==> src/rtl/inst_package.sv <==
// Shared sub-core definitions used by the main core and the dispatcher.
//   SUBCORE_NUM    : number of sub-cores in the array
//   PC_W           : program-counter width
//   dispatch_req_t : a dispatch request as produced by the main core
package inst_package;

    localparam int SUBCORE_NUM = 8;
    localparam int PC_W        = 32;

    typedef struct packed {
        logic [PC_W-1:0] pc;
    } dispatch_req_t;

endpackage

==> src/rtl/dispatch_fifo.sv <==
// Small synchronous FIFO holding pending dispatch PCs.
// Ports:
//   clk, rst        : clock, asynchronous active-high reset
//   push, push_data : write an entry (ignored when full)
//   pop             : drop the head entry (ignored when empty)
//   head            : current head entry (valid when !empty)
//   full, empty     : occupancy flags
//   count           : number of entries held
module dispatch_fifo #(
    parameter  int DEPTH = 4,
    parameter  int WIDTH = 32,
    localparam int AW    = $clog2(DEPTH)
) (
    input  logic             clk,
    input  logic             rst,
    input  logic             push,
    input  logic [WIDTH-1:0] push_data,
    input  logic             pop,
    output logic [WIDTH-1:0] head,
    output logic             full,
    output logic             empty,
    output logic [AW:0]      count
);

    logic [WIDTH-1:0] mem [DEPTH];
    // Pointers carry one extra bit so full and empty are distinguishable.
    logic [AW:0]      wr_ptr;
    logic [AW:0]      rd_ptr;
    logic             do_push;
    logic             do_pop;

    assign count   = wr_ptr - rd_ptr;
    assign full    = (count == (AW+1)'(DEPTH));
    assign empty   = (count == '0);
    assign head    = mem[rd_ptr[AW-1:0]];
    assign do_push = push && !full;
    assign do_pop  = pop && !empty;

    always_ff @(posedge clk or posedge rst) begin
        if (rst) begin
            wr_ptr <= '0;
            rd_ptr <= '0;
        end else begin
            if (do_push) wr_ptr <= wr_ptr + 1'b1;
            if (do_pop)  rd_ptr <= rd_ptr + 1'b1;
        end
    end

    // Storage is data only; stale contents are never visible while empty.
    always_ff @(posedge clk) begin
        if (do_push) mem[wr_ptr[AW-1:0]] <= push_data;
    end

endmodule

==> src/rtl/subcore_dispatcher.sv <==
// Dispatches queued PCs from the main core onto idle sub-cores in
// round-robin order, tracks per-core busy state and completions, and
// offers a barrier handshake that waits for all work to drain.
// Ports:
//   clk, rstn                  : clock, asynchronous active-high reset
//   req_valid, req_pc, req_ready : dispatch request handshake
//   exec_requested             : one-hot, one-cycle start pulse per core
//   requested_pc               : per-core PC, core i at [i*PC_W +: PC_W]
//   subcore_ended              : per-core completion pulse
//   busy                       : per-core dispatched-and-not-ended flag
//   all_idle                   : no busy core and empty queue
//   done_count                 : wrapping count of accepted completions
//   sync_req, sync_ack         : barrier request / barrier reached
module subcore_dispatcher #(
    parameter int SUBCORE_NUM = inst_package::SUBCORE_NUM,
    parameter int QUEUE_DEPTH = 4,
    parameter int PC_W        = inst_package::PC_W,
    parameter int COUNT_W     = 16
) (
    input  logic                        clk,
    input  logic                        rstn,
    input  logic                        req_valid,
    input  logic [PC_W-1:0]             req_pc,
    output logic                        req_ready,
    output logic [SUBCORE_NUM-1:0]      exec_requested,
    output logic [SUBCORE_NUM*PC_W-1:0] requested_pc,
    input  logic [SUBCORE_NUM-1:0]      subcore_ended,
    output logic [SUBCORE_NUM-1:0]      busy,
    output logic                        all_idle,
    output logic [COUNT_W-1:0]          done_count,
    input  logic                        sync_req,
    output logic                        sync_ack
);

    localparam int IDX_W  = (SUBCORE_NUM > 1) ? $clog2(SUBCORE_NUM) : 1;
    localparam int QCNT_W = $clog2(QUEUE_DEPTH) + 1;

    // First idle core at or after start, wrapping around.
    function automatic logic [IDX_W-1:0] rr_pick(input logic [SUBCORE_NUM-1:0] idle,
                                                 input logic [IDX_W-1:0]       start);
        logic [IDX_W-1:0] pick;
        logic             found;
        int               idx;
        pick  = '0;
        found = 1'b0;
        for (int k = 0; k < SUBCORE_NUM; k++) begin
            idx = (int'(start) + k) % SUBCORE_NUM;
            if (!found && idle[IDX_W'(idx)]) begin
                pick  = IDX_W'(idx);
                found = 1'b1;
            end
        end
        return pick;
    endfunction

    function automatic logic [COUNT_W-1:0] popcount(input logic [SUBCORE_NUM-1:0] v);
        logic [COUNT_W-1:0] cnt;
        cnt = '0;
        for (int k = 0; k < SUBCORE_NUM; k++) begin
            cnt = cnt + COUNT_W'(v[k]);
        end
        return cnt;
    endfunction

    logic [IDX_W-1:0]       rr_ptr;
    logic [PC_W-1:0]        q_head;
    logic                   q_full;
    logic                   q_empty;
    logic [QCNT_W-1:0]      q_count;
    logic                   push;
    logic                   dispatch;
    logic [IDX_W-1:0]       target;
    logic [SUBCORE_NUM-1:0] dispatch_vec;
    logic [SUBCORE_NUM-1:0] ended_valid;

    // A full queue refuses pushes even when it pops in the same cycle.
    assign req_ready   = !q_full && !sync_req;
    assign push        = req_valid && req_ready;
    assign dispatch    = !q_empty && (busy != '1);
    assign target      = rr_pick(~busy, rr_ptr);
    // End pulses from cores that were never dispatched (or were forgotten by reset) are dropped.
    assign ended_valid = subcore_ended & busy;
    assign all_idle    = (busy == '0) && (q_count == '0);

    always_comb begin
        dispatch_vec = '0;
        if (dispatch) dispatch_vec[target] = 1'b1;
    end

    dispatch_fifo #(
        .DEPTH (QUEUE_DEPTH),
        .WIDTH (PC_W)
    ) u_fifo (
        .clk       (clk),
        .rst       (rstn),
        .push      (push),
        .push_data (req_pc),
        .pop       (dispatch),
        .head      (q_head),
        .full      (q_full),
        .empty     (q_empty),
        .count     (q_count)
    );

    always_ff @(posedge clk or posedge rstn) begin
        if (rstn) begin
            rr_ptr         <= '0;
            busy           <= '0;
            exec_requested <= '0;
            requested_pc   <= '0;
            done_count     <= '0;
            sync_ack       <= 1'b0;
        end else begin
            exec_requested <= dispatch_vec;
            // A dispatch only targets an idle core, so set and clear never collide.
            busy           <= (busy & ~ended_valid) | dispatch_vec;
            done_count     <= done_count + popcount(ended_valid);
            sync_ack       <= sync_req && q_empty && (busy == '0) && !dispatch;
            if (dispatch) begin
                rr_ptr <= (target == IDX_W'(SUBCORE_NUM - 1)) ? '0 : target + 1'b1;
            end
            for (int i = 0; i < SUBCORE_NUM; i++) begin
                if (dispatch_vec[i]) requested_pc[i*PC_W +: PC_W] <= q_head;
            end
        end
    end

endmodule

==> config.mk <==
export PLATFORM = sky130hd
export DESIGN_NAME = subcore_dispatcher
export DESIGN_NICKNAME = d
export VERILOG_FILES = /design/src/rtl/inst_package.sv /design/src/rtl/dispatch_fifo.sv /design/src/rtl/subcore_dispatcher.sv
export SDC_FILE = /design/constraint.sdc
export NUM_CORES = 1
export LEC_CHECK = 0
export ABC_AREA = 1
export CAP_MARGIN = 10
export CORE_MARGIN = 8
export CORE_UTILIZATION = 55
export CTS_CLUSTER_SIZE = 20
export DETAILED_ROUTE_END_ITERATION = 8
export DONT_BUFFER_PORTS = 1
export PLACE_DENSITY = 0.73
export SKIP_CTS_REPAIR_TIMING = 1
export SLEW_MARGIN = 5
export SYNTH_ARGS = -nofsm -noshare
export SYNTH_HDL_FRONTEND = slang
export SYNTH_SLANG_ARGS = --single-unit
==> constraint.sdc <==
create_clock -name clk -period 9.97 [get_ports clk]
set_input_delay 1.4955 -clock clk [delete_from_list [all_inputs] [get_ports clk]]
set_output_delay 1.4955 -clock clk [all_outputs]
set_load 0.005 [all_outputs]
==> run metrics <==
layout cells sized above 1 8.93%; die height 197 microns; R2R Setup Slk 4.70 ns; Slew @ Worst Pin 1.27 ns; post-detailed-route wirelength per cell 23.7 microns; vias in the first global route 12,500; root buffer cell clkbuf_16; Finished Cell Area 19,600 sq um; post-DP HPWL 33.5 mm; clock sinks 426; First-pass DRT Iterations 5; Clock transition at path regs 0.06 ns; vias after detailed routing 13,400; hold slack 0.497 ns; CTS tree built; Cell Rows 66; antenna-violating nets left 0; Post-Syn Area per Cell 10.1 sq um; syn nets 1,847; Iter 0 DRT Violations 1,400; DIE AREA 38,900 sq um; slowest CP cell nand3_2; Die W 197 microns; Final Max Tran Viols 0; final net count 1,800; final worst-path cycle share 52.8%; status complete, no violations; commonest non-fill, non-tap cell in the layout nand2_1; routed wl met3 6.29 mm; f_max 190 MHz; ys flop type dfrtp_1; number of synthesized flops with an enable pin 128; starting density of the core 55.7%; slowest stage delay, CP 0.87 ns; final routed DRC violation total 0; CP endpoint kind flip-flop; Clk Latency, worst-skew pair 0.55 ns; GRT Total Usage 26.2%; DR top layer met4; CP arrival 5.69 ns; CTS Buffer Depth 3; Hold Startpoint u_fifo.wr_ptr[2]$_DFFE_PP0P_; first-pass GRT wire length 78.7 mm; WL final 52.4 mm; RSZ-0062 raised after global routing no; core box area 32,500 sq um; metal2 WL 24.0 mm; reg-to-reg critical path startpoint rr_ptr[0]$_DFFE_PP0P_; worst path cell trace inv_4, ha_1, inv_2, nand3_1, nand3_1, nand2_2, nand3_2, nor2_1, nor2_1, nand2_1, clkinv_1, nand3_2, nand2_2, nor2_8, buf_4, nand3_2, nand2_1, nand2_1; Worst Hold End u_fifo.wr_ptr[2]$_DFFE_PP0P_; grt total ovfl 0; critical path peak fanout 80; asr flop ratio synth 70.0%; Post-Route Skew 0.0117 ns; GPL Wtd Cong 0.904; # diodes 0; slew margin rel. 15.3%; setup violators final 0; Post-Synthesis Cell Area 18,100 sq um; min Tclk post-route 5.27 ns; yosys warns 0; Worst Path Required 10.39 ns; Synth cell types 41; number of buffers created by CTS 43; R2R cell count 18; vias per cell 6.04; antenna violations before repair 0; Yosys reg bits 426; setup_tns 0 ns; met1 wire length 20.3 mm; largest net degree at the start of global routing 178; Hold WC Path Type reg2reg; CTS H-Tree Depth 2; Worst Hold Depth 1; commonest non-fill, non-tap cells in the layout 576 x nand2_1, 297 x dfrtp_1, 165 x nand3_1, 136 x nand4_1, 128 x edfxtp_1; Port-buffer cells 0; Max Cap Viol 0; crit path kind reg2reg; Post-Synthesis Cells 1,782; dpl cell area 18,200 sq um; Area growth, synth to finish 8.36%; Crit Reg-Reg Endpoint requested_pc[41]$_DFFE_PP0P_; Fin. Hold Viols 0; I/O pins 335; Util after Layout 60.3%; critical path launch point type flip-flop; post-synthesis sequential area ratio 62.5%
==> kinds of logic (layout without fill, tap and decap cells) <==
family	count (synthesis)	after routing	share of synthesized area (%)
XOR/XNOR	24	24	1.25
AO/OA/AOI/OAI	122	122	3.76
flip-flops	426	426	62.5
buffers and inverters	178	165	5.10
adder cells (fa/ha/maj)	21	21	1.66
AND/OR/NAND/NOR	1011	1011	25.7
==> layout make-up <==
class | count | area, sq um
clock inverters | 19 | 144
inverters | 61 | 239
clock buffers | 60 | 1280
multi-input cells | 1178 | 5860
fillers | 2602 | 12900
well taps | 442 | 553
repair buffers | 25 | 200
flip-flops and latches | 426 | 11300
==> routing by layer <==
| layer | track usage [%] | up-vias |
|---|---|---|
| met4 | 9.75 | 0 |
| met1 | 34.9 | 6621 |
| li1 | - | 5926 |
| met2 | 40.0 | 704 |
| met3 | 8.13 | 105 |
| met5 | 0 | - |
==> worst max-delay path by stage <==
stage                           from                           end  cells after the start
2_1_floorplan                   rstn             busy[0]$_DFF_PP0_                      1
5_1_grt        rr_ptr[1]$_DFFE_PP0P_  requested_pc[39]$_DFFE_PP0P_                     18
4_1_cts        rr_ptr[0]$_DFFE_PP0P_  requested_pc[57]$_DFFE_PP0P_                     18
3_5_place_dp        subcore_ended[0]      done_count[14]$_DFF_PP0_                     18
3_3_place_gp        subcore_ended[0]      done_count[14]$_DFF_PP0_                     18
6_report       rr_ptr[0]$_DFFE_PP0P_  requested_pc[41]$_DFFE_PP0P_                     18
==> state kept, by name, summed over array words and instances, names as in the netlist <==
register        flops
busy                8
done_count         16
exec_requested      8
requested_pc      256
rr_ptr              3
sync_ack            1
u_fifo.mem        128
u_fifo.rd_ptr       3
u_fifo.wr_ptr       3
==> synthesized netlist by cell type (10+ instances only) <==
| cell type | instances | area (sq um) |
|---|---|---|
| nand2_1 | 576 | 2160 |
| dfrtp_1 | 298 | 7460 |
| nand3_1 | 165 | 826 |
| nand4_1 | 136 | 851 |
| edfxtp_1 | 128 | 3840 |
| nor2_1 | 86 | 323 |
| o21ai_0 | 70 | 350 |
| buf_2 | 53 | 265 |
| inv_1 | 49 | 184 |
| buf_4 | 36 | 270 |
| o22ai_1 | 32 | 200 |
| clkbuf_1 | 21 | 78.8 |
| nand3_2 | 17 | 170 |
| ha_1 | 16 | 200 |
| xor2_1 | 13 | 114 |
| inv_2 | 10 | 37.5 |
| nand2_2 | 10 | 62.6 |
==> worst max-delay path, delay by kind of cell, from the launching register on <==
kind,cells,cell delay (ns)
adder cells (fa/ha/maj),1,0.50
buffers and inverters,4,1.16
flip-flops,1,0.60
AND/OR/NAND/NOR,13,2.84
==> through the flow <==
step | instances | setup slack, ns
2_1_floorplan | 1782 | 0.242
3_3_place_gp | 2132 | 4.80
3_5_place_dp | 2132 | 4.70
4_1_cts | 2211 | 4.75
5_1_grt | 2211 | 4.26
6_report | 2211 | 4.70
Power is not shown: default switching activity piles up to over one toggle a cycle in this logic, so the estimate is an artifact.
